==> src/rtl/bus_ctrl_6502_pkg.sv <==
`default_nettype none
// ============================================================================
// Module      : bus_ctrl_6502_pkg
// Description : Shared region codes, bus FSM states and constants for the
//               6502 bus controller.
// Revision    : 1.0 - initial release
// ============================================================================
package bus_ctrl_6502_pkg;

    typedef enum logic [1:0] {
        REG_RAM = 2'd0,
        REG_ROM = 2'd1,
        REG_EXT = 2'd2
    } region_t;

    typedef enum logic [1:0] {
        BS_IDLE = 2'd0,
        BS_ROMW = 2'd1,
        BS_EXTQ = 2'd2,
        BS_EXTD = 2'd3
    } bus_state_t;

    // Byte returned to the CPU when an external access times out.
    localparam logic [7:0] EXT_RD_DEFAULT = 8'hFF;

endpackage
`default_nettype wire

==> src/rtl/bus_ctrl_6502_decode.sv <==
`default_nettype none
// ============================================================================
// Module      : bus_decode_6502
// Description : Combinational address-to-region decode; RAM wins overlaps.
// Revision    : 1.0 - initial release
// ============================================================================
module bus_decode_6502
    import bus_ctrl_6502_pkg::*;
#(
    parameter logic [15:0] RAM_TOP  = 16'h7FFF,
    parameter logic [15:0] ROM_BASE = 16'hE000
) (
    input  logic [15:0] cpu_addr,
    output region_t     region
);

    always_comb begin
        if (cpu_addr <= RAM_TOP) begin
            region = REG_RAM;
        end else if (cpu_addr >= ROM_BASE) begin
            region = REG_ROM;
        end else begin
            region = REG_EXT;
        end
    end

endmodule
`default_nettype wire

==> src/rtl/bus_ctrl_6502.sv <==
`default_nettype none
// ============================================================================
// Module      : bus_ctrl_6502
// Description : 6502 bus controller - zero-wait RAM, wait-stated ROM and a
//               req/ack external bus with timeout, stalling via cpu_ready.
// Revision    : 1.0 - initial release
// ============================================================================
module bus_ctrl_6502
    import bus_ctrl_6502_pkg::*;
#(
    parameter logic [15:0] RAM_TOP     = 16'h7FFF,
    parameter logic [15:0] ROM_BASE    = 16'hE000,
    parameter int          ROM_WAIT    = 2,
    parameter int          EXT_TIMEOUT = 16
) (
    input  logic        clk,
    input  logic        reset,
    input  logic [15:0] cpu_addr,
    input  logic        cpu_write,
    input  logic [7:0]  cpu_wdata,
    output logic [7:0]  cpu_rdata,
    output logic        cpu_ready,
    output logic [14:0] ram_addr,
    output logic        ram_we,
    output logic [7:0]  ram_wdata,
    input  logic [7:0]  ram_rdata,
    output logic [12:0] rom_addr,
    input  logic [7:0]  rom_rdata,
    output logic        ext_req,
    output logic        ext_we,
    output logic [15:0] ext_addr,
    output logic [7:0]  ext_wdata,
    input  logic [7:0]  ext_rdata,
    input  logic        ext_ack,
    input  logic        err_clr,
    output logic        bus_err
);

    localparam logic       ROM_ZW   = (ROM_WAIT == 0);
    localparam logic [7:0] ROM_LOAD = 8'(ROM_WAIT - 1);
    localparam logic [7:0] EXT_LAST = 8'(EXT_TIMEOUT - 1);

    bus_state_t state;
    region_t    region;
    logic [7:0] cnt;
    logic [7:0] cap;

    bus_decode_6502 #(
        .RAM_TOP  (RAM_TOP),
        .ROM_BASE (ROM_BASE)
    ) u_decode (
        .cpu_addr (cpu_addr),
        .region   (region)
    );

    assign ram_addr  = cpu_addr[14:0];
    assign ram_wdata = cpu_wdata;
    assign rom_addr  = cpu_addr[12:0];

    always_ff @(posedge clk) begin
        if (reset) begin
            state     <= BS_IDLE;
            cnt       <= 8'd0;
            cap       <= 8'd0;
            ext_req   <= 1'b0;
            ext_we    <= 1'b0;
            ext_addr  <= 16'd0;
            ext_wdata <= 8'd0;
            bus_err   <= 1'b0;
        end else begin
            // Clear first so a same-cycle timeout below overrides it.
            if (err_clr) begin
                bus_err <= 1'b0;
            end
            case (state)
                BS_IDLE: begin
                    if (region == REG_ROM && !ROM_ZW) begin
                        cnt   <= ROM_LOAD;
                        state <= BS_ROMW;
                    end else if (region == REG_EXT) begin
                        ext_addr  <= cpu_addr;
                        ext_we    <= cpu_write;
                        ext_wdata <= cpu_wdata;
                        ext_req   <= 1'b1;
                        cnt       <= 8'd0;
                        state     <= BS_EXTQ;
                    end
                end
                BS_ROMW: begin
                    if (cnt == 8'd0) begin
                        state <= BS_IDLE;
                    end else begin
                        cnt <= cnt - 8'd1;
                    end
                end
                BS_EXTQ: begin
                    // An ack on the final timeout cycle takes precedence.
                    if (ext_ack) begin
                        cap     <= ext_we ? 8'h00 : ext_rdata;
                        ext_req <= 1'b0;
                        state   <= BS_EXTD;
                    end else if (cnt == EXT_LAST) begin
                        cap     <= EXT_RD_DEFAULT;
                        bus_err <= 1'b1;
                        ext_req <= 1'b0;
                        state   <= BS_EXTD;
                    end else begin
                        cnt <= cnt + 8'd1;
                    end
                end
                BS_EXTD: state <= BS_IDLE;
                default: state <= BS_IDLE;
            endcase
        end
    end

    always_comb begin
        cpu_ready = 1'b0;
        ram_we    = 1'b0;
        cpu_rdata = cap;
        case (state)
            BS_IDLE: begin
                cpu_ready = (region == REG_RAM) || (region == REG_ROM && ROM_ZW);
                ram_we    = (region == REG_RAM) && cpu_write;
                if (region == REG_RAM) begin
                    cpu_rdata = ram_rdata;
                end else if (region == REG_ROM) begin
                    cpu_rdata = rom_rdata;
                end
            end
            BS_ROMW: begin
                cpu_ready = (cnt == 8'd0);
                cpu_rdata = rom_rdata;
            end
            BS_EXTD: cpu_ready = 1'b1;
            default: ;
        endcase
        if (reset) begin
            cpu_ready = 1'b1;
            ram_we    = 1'b0;
        end
    end

endmodule
`default_nettype wire

==> config.mk <==
export PLATFORM = sky130hd
export DESIGN_NAME = bus_ctrl_6502
export DESIGN_NICKNAME = d
export VERILOG_FILES = /design/src/rtl/bus_ctrl_6502_pkg.sv /design/src/rtl/bus_ctrl_6502_decode.sv /design/src/rtl/bus_ctrl_6502.sv
export SDC_FILE = /design/constraint.sdc
export NUM_CORES = 1
export LEC_CHECK = 0
export CAP_MARGIN = 20
export CELL_PAD_IN_SITES_DETAIL_PLACEMENT = 0
export CELL_PAD_IN_SITES_GLOBAL_PLACEMENT = 1
export CORE_UTILIZATION = 25
export CTS_CLUSTER_SIZE = 40
export DETAILED_ROUTE_END_ITERATION = 8
export HOLD_SLACK_MARGIN = 0.15
export PLACE_DENSITY = 0.84
export SLEW_MARGIN = 30
export SYNTH_ARGS = -nofsm -noshare
export SYNTH_HDL_FRONTEND = slang
export SYNTH_SLANG_ARGS = --single-unit
==> constraint.sdc <==
create_clock -name clk -period 2.42 [get_ports clk]
set_input_delay 0.242 -clock clk [delete_from_list [all_inputs] [get_ports clk]]
set_output_delay 0.242 -clock clk [all_outputs]
set_load 0.05 [all_outputs]
==> results.yml, run 1 <==
outcome:
  outcome: "finished clean"
yosys:
  ys_ff_latch: 45
  netlist_instances: 314
  ys_seq_area_frac: 0.354
  synth_edf_count: 0
  synth-compound-area-share: 0.201
  synth_area_leaders: "dfxtp_1 35%, buf_4 11%, nand2_1 7.7%, a21oi_1 6.9%, ha_1 5.4%"
  syn-cell-area_um2: 2540
  synth_top_area_cell: "dfxtp_1"
  syn-mean-instance-area_um2: 8.10
  synthAdderAreaFrac: 0.0620
  synth-simple-area-share: 0.206
  synth_mux_area_frac: 0
  synth_top_family_by_area: "simple AND/OR/NAND/NOR gates"
  ys.flop_type: "dfxtp_1"
  synth.net_count: 379
  synthXorXnorAreaFrac: 0.0138
  synth.yosys.warnings: 0
  synth_top_area_share: 0.354
  synthArstFlopShare: 0
  yosysUniqueCellTypes: 44
clock_tree:
  root_buffer: "clkbuf_8"
  postCtsSetupBuffers: 0
  ctsHoldBuffers: 0
  cts_tree: "yes"
  clkLatencyLatePin_ps: 300
  path_clk_slew_ps: 100
  cts_htree_levels: 2
  cts_sinks: 45
  cts_buffers: 5
  cts_resized: 0
  clockBufferDepth: 2
detailed_routing:
  drt-total-wl_mm: 7.05
  wl_met2_mm: 3.31
  antenna_left: 0
  via_per_inst: 4.53
  vias: 2433
  drt_iter0_drc: 78
  post_drt_wl_per_cell_um: 13.1
  drt_first_pass_iters: 4
  wl_met1_mm: 3.18
  dr.max_layer_used: "met4"
  wl_met3_um: 505
  drc: 0
setup_path:
  path_cells: "inv_1 > ha_1 > inv_2 > ha_1 > o21ai_0 > a21oi_1 > o21a_1 > or3_1 > a41o_1"
  criticalPathCategory: "reg -> reg"
  crit_slowest_cell: "dfxtp_1"
  crit_path_end_kind: "flip-flop"
  arrival_ps: 2420
  cpMostUsedCell: "ha_1"
  start_kind: "flip-flop"
  required_ps: 2610
  path_buf_inv: 2
  cp_max_fo: 7
  critPathTopFamily: "compound AO/OA/AOI/OAI gates"
  cpPeakStageDelay_ps: 380
timing:
  post-route-period-util: 0.922
  fin_tns_setup_ps: 0
  max_clock_freq_mhz: 448
  finalHoldViolCount: 0
  fin_crit_ps: 2230
  rsz0062_at_grt: "false"
  relSlewSlack: 0.597
  worst_pin_slew_ps: 600
  setup_viol: 0
  hold_ws_ps: 342
  slew_viol_final: 0
  finClkSkew_ps: 13.8
placement:
  place.detailed.hpwl_mm: 5.39
  gp_congestion: 0.871
  dpl.cell_count: 529
  portBuffers: 125
power_and_ir_drop:
  powerDensity_nw_per_um2: 1110
  vdd_drop_max_uv: 477
  leakage_nw: 1.50
  power.total_w: 0.00431
layout:
  diodes: 0
  most-common-layout-cells: "114 x clkdlybuf4s50_1, 52 x nand2_1, 45 x dfxtp_1"
  area_delta_synth_final_pct: 52.7
  final-instance-count-excl-fill: 537
  fin_nets: 468
  drive_above_1_share: 0.0941
  mostFrequentLayoutCell: "clkdlybuf4s50_1"
  nFillCells: 1007
global_routing:
  grt-ovfl-total: 0
  grt_pass1_wl_mm: 10.8
  first_global_vias: 2306
  grt_max_degree: 29
  antenna_found_initial: 0
  grtUsageTotal: 0.130
worst_hold_path:
  hold_class: "in -> reg"
floorplanning:
  die_x_um: 103
  initial_core_util: 0.259
  io_pins: 126
  rows: 36
  core_um2: 9820
  die_h_um: 103
  die_area_um2: 10600
job:
  cap_violations: 0
metal layers:
layer | global-route usage | vias up
met5 | 0 | -
met4 | 0.0260 | 0
met3 | 0.0366 | 5
met2 | 0.224 | 84
met1 | 0.163 | 1121
li1 | - | 1223
final cells by class:
| cell class | count | area (µm²) | area share |
|---|---|---|---|
| repair buffers | 132 | 1400 | 0.360 |
| multi-input cells | 196 | 1230 | 0.318 |
| flip-flops and latches | 45 | 901 | 0.232 |
| well taps | 133 | 166 | 0.0428 |
| inverters | 23 | 86.3 | 0.0222 |
| clock buffers | 6 | 82.6 | 0.0213 |
| clock inverters | 2 | 13.8 | 0.00354 |
kinds of logic after synthesis:
kind of cell / Yosys count
AND/OR/NAND/NOR: 105
AO/OA/AOI/OAI: 75
buffers and inverters: 73
flip-flops: 45
adder cells (fa/ha/maj): 12
XOR/XNOR: 4
power breakdown:
group,internal (W),switching [W]
Sequential,0.000898,0.000121
Combinational,0.00118,0.00161
Clock,0.000232,0.000270
Total,0.00231,0.00200
per-stage QoR:
step / util / area (µm²) / worst slack (ps)
2_1_floorplan: - / 2540 / 202
4_1_cts: 0.395 / 3870 / 103
3_3_place_gp: 0.385 / 3780 / 255
5_1_grt: 0.396 / 3880 / 40.5
6_report: 0.396 / 3880 / 190
3_5_place_dp: 0.385 / 3780 / 177
sequential cells by signal (all words and copies together), names as in the netlist:
| name | cells |
|---|---|
| ext_addr | 16 |
| cap | 8 |
| cnt | 8 |
| ext_wdata | 8 |
| state | 2 |
| bus_err | 1 |
| ext_req | 1 |
| ext_we | 1 |
cell usage after synthesis, types with 3 or more instances:
library cell and number:
ha_1 11, clkbuf_1 12, nor2_1 8, nand2b_1 17
nor2b_1 5, xor2_1 3, nand3_1 5, inv_1 23
a222oi_1 8, dfxtp_1 45, a21oi_1 35, buf_4 36
a221oi_1 8, o21ai_0 5, nand4_1 3, nand2_1 52
path summary, 6_finish.rpt:
check                                            endpoint  slack [ps]  depth (start not counted)                      start
worst max-delay path                  cnt[6]$_SDFFE_PP0P_         190                          9      state[0]$_SDFFE_PP0P_
worst min-delay path                   bus_err$_SDFF_PP0_         340                          2                      reset
worst max register to register        cnt[6]$_SDFFE_PP0P_         190                          9      state[0]$_SDFFE_PP0P_
worst min register to register  ext_addr[11]$_SDFFE_PP0P_         460                          2  ext_addr[11]$_SDFFE_PP0P_
Power figures use the tool's default switching activity.
==> run 2: changes to the inputs <==
--- a/config.mk
+++ b/config.mk
@@ -13,6 +13,7 @@
 export DETAILED_ROUTE_END_ITERATION = 8
 export HOLD_SLACK_MARGIN = 0.15
 export PLACE_DENSITY = 0.84
+export RECOVER_POWER = 25
 export SLEW_MARGIN = 30
 export SYNTH_ARGS = -nofsm -noshare
 export SYNTH_HDL_FRONTEND = slang
==> results.yml, run 2 (same netlist as run 1, synthesis figures left out) <==
global_routing:
  first_global_vias: 2306
  grtUsageTotal: 0.130
  antenna_found_initial: 0
  grt-ovfl-total: 0
  grt_pass1_wl_mm: 10.8
  grt_max_degree: 29
timing:
  fin_tns_setup_ps: 0
  setup_viol: 0
  rsz0062_at_grt: "false"
  post-route-period-util: 0.923
  fin_crit_ps: 2230
  worst_pin_slew_ps: 600
  relSlewSlack: 0.597
  worst_slack_ps: 187
  finalHoldViolCount: 0
  slew_viol_final: 0
  finClkSkew_ps: 13.6
  max_clock_freq_mhz: 448
detailed_routing:
  antenna_left: 0
  drt_first_pass_iters: 6
  post_drt_wl_per_cell_um: 13.1
  drt_iter0_drc: 79
  drc: 0
  drt-total-wl_mm: 7.03
  vias: 2439
  via_per_inst: 4.54
placement:
  portBuffers: 125
  place.detailed.hpwl_mm: 5.39
  gp_congestion: 0.871
  pre_cts_ws_ps: 177
setup_path:
  arrival_ps: 2420
  r2r-end: "cnt[6]$_SDFFE_PP0P_"
  path_cells: "inv_1 > ha_1 > inv_2 > ha_1 > o21ai_0 > a21oi_1 > o21a_1 > or3_1 > a41o_1"
  crit_path_end_kind: "flip-flop"
  rrSetupSlack_ps: 190
  crit_slowest_cell: "dfxtp_1"
  ff2ff_path_depth: 9
  rr_startpoint: "state[0]$_SDFFE_PP0P_"
  cpPeakStageDelay_ps: 380
  start_kind: "flip-flop"
  required_ps: 2610
  path_buf_inv: 2
  criticalPathCategory: "reg -> reg"
  cpMostUsedCell: "ha_1"
  critPathTopFamily: "compound AO/OA/AOI/OAI gates"
  cp_max_fo: 7
layout:
  fin_nets: 468
  diodes: 0
  fin_util: 0.395
  largest_reg_flops: 16
  largest-register: "ext_addr"
  most-common-layout-cells: "90 x clkdlybuf4s50_1, 52 x nand2_1, 45 x dfxtp_1"
  mostFrequentLayoutCell: "clkdlybuf4s50_1"
  drive_above_1_share: 0.0941
  area_delta_synth_final_pct: 52.5
power_and_ir_drop:
  p_switching_w: 0.00199
  p_comb_frac: 0.646
  powerDensity_nw_per_um2: 1100
  seqPwrFrac: 0.238
  leakage_nw: 1.57
  power.internal_w: 0.00228
  switching_share: 0.466
  power_frac_clock: 0.117
  vdd_drop_max_uv: 477
clock_tree:
  path_clk_slew_ps: 90
  root_buffer: "clkbuf_8"
  cts_tree: "yes"
  clockBufferDepth: 2
  ctsHoldBuffers: 0
  cts_resized: 0
  cts_sinks: 45
  clkLatencyLatePin_ps: 300
  postCtsSetupBuffers: 0
  cts_buffers: 5
  cts_htree_levels: 2
floorplanning:
  rows: 36
  core_um2: 9820
  initial_core_util: 0.259
  die_h_um: 103
  die_x_um: 103
  die_area_um2: 10600
  io_pins: 126
worst_hold_path:
  hold_class: "in -> reg"
  min_from: "reset"
  worst_hold_path.endpoint: "bus_err$_SDFF_PP0_"
  hold_path_depth: 2
outcome:
  outcome: "finished clean"
job:
  cap_violations: 0
==> run 2: how the worst max path moves through the flow <==
stage,startpoint,end,cells after the start
final,state[0]$_SDFFE_PP0P_,cnt[6]$_SDFFE_PP0P_,9
after global routing,state[1]$_SDFFE_PP0P_,cpu_rdata[2],6
after CTS,state[1]$_SDFFE_PP0P_,cpu_rdata[1],7
after detailed placement,state[0]$_SDFFE_PP0P_,cnt[6]$_SDFFE_PP0P_,9
after global placement,cpu_addr[14],cpu_rdata[6],7
after floorplan,state[0]$_SDFFE_PP0P_,cnt[6]$_SDFFE_PP0P_,9
==> run 2: final cells by class <==
class | count | area, µm²
Clock buffer | 6 | 82.6
Tap cell | 133 | 166
Inverter | 23 | 86.3
Clock inverter | 2 | 13.8
Multi-Input combinational cell | 196 | 1230
Fill cell | 1008 | 5940
Sequential cell | 45 | 901
Timing Repair Buffer | 132 | 1390
==> run 2: metrics by stage <==
step	total power [W]	instance area, µm²	hold slack, ps	cells
global placement	0.00376	3780	442	529
floorplan	0.00292	2540	378	314
finish	0.00428	3880	346	537
detailed placement	0.00381	3780	449	529
global route	0.00459	3880	381	537
CTS	0.00433	3870	337	537
==> run 2: layer usage <==
metal / part of all wire / vias to the layer above / global-route usage
met1: 0.45 / 1119 / 0.163
met2: 0.47 / 86 / 0.224
met3: 0.076 / 5 / 0.0366
met4: 0.0064 / 0 / 0.0260
li1: - / 1229 / -
met5: 0 / - / 0
==> run 2: power groups by stage <==
stage / clock (W) / sequential [W] / combinational [W]
CTS: 0.000527 / 0.00102 / 0.00279
floorplan: 0 / 0.00122 / 0.00170
detailed placement: 0 / 0.00104 / 0.00278
global route: 0.000556 / 0.00104 / 0.00300
finish: 0.000500 / 0.00102 / 0.00276
global placement: 0 / 0.00103 / 0.00273
==> run 2: worst register-to-register path: stages (launching register included) <==
cell and delay [ps]:
dfxtp_1 380, inv_1 110, ha_1 240, inv_2 130
ha_1 300, o21ai_0 170, a21oi_1 70, o21a_1 180
or3_1 320, a41o_1 230
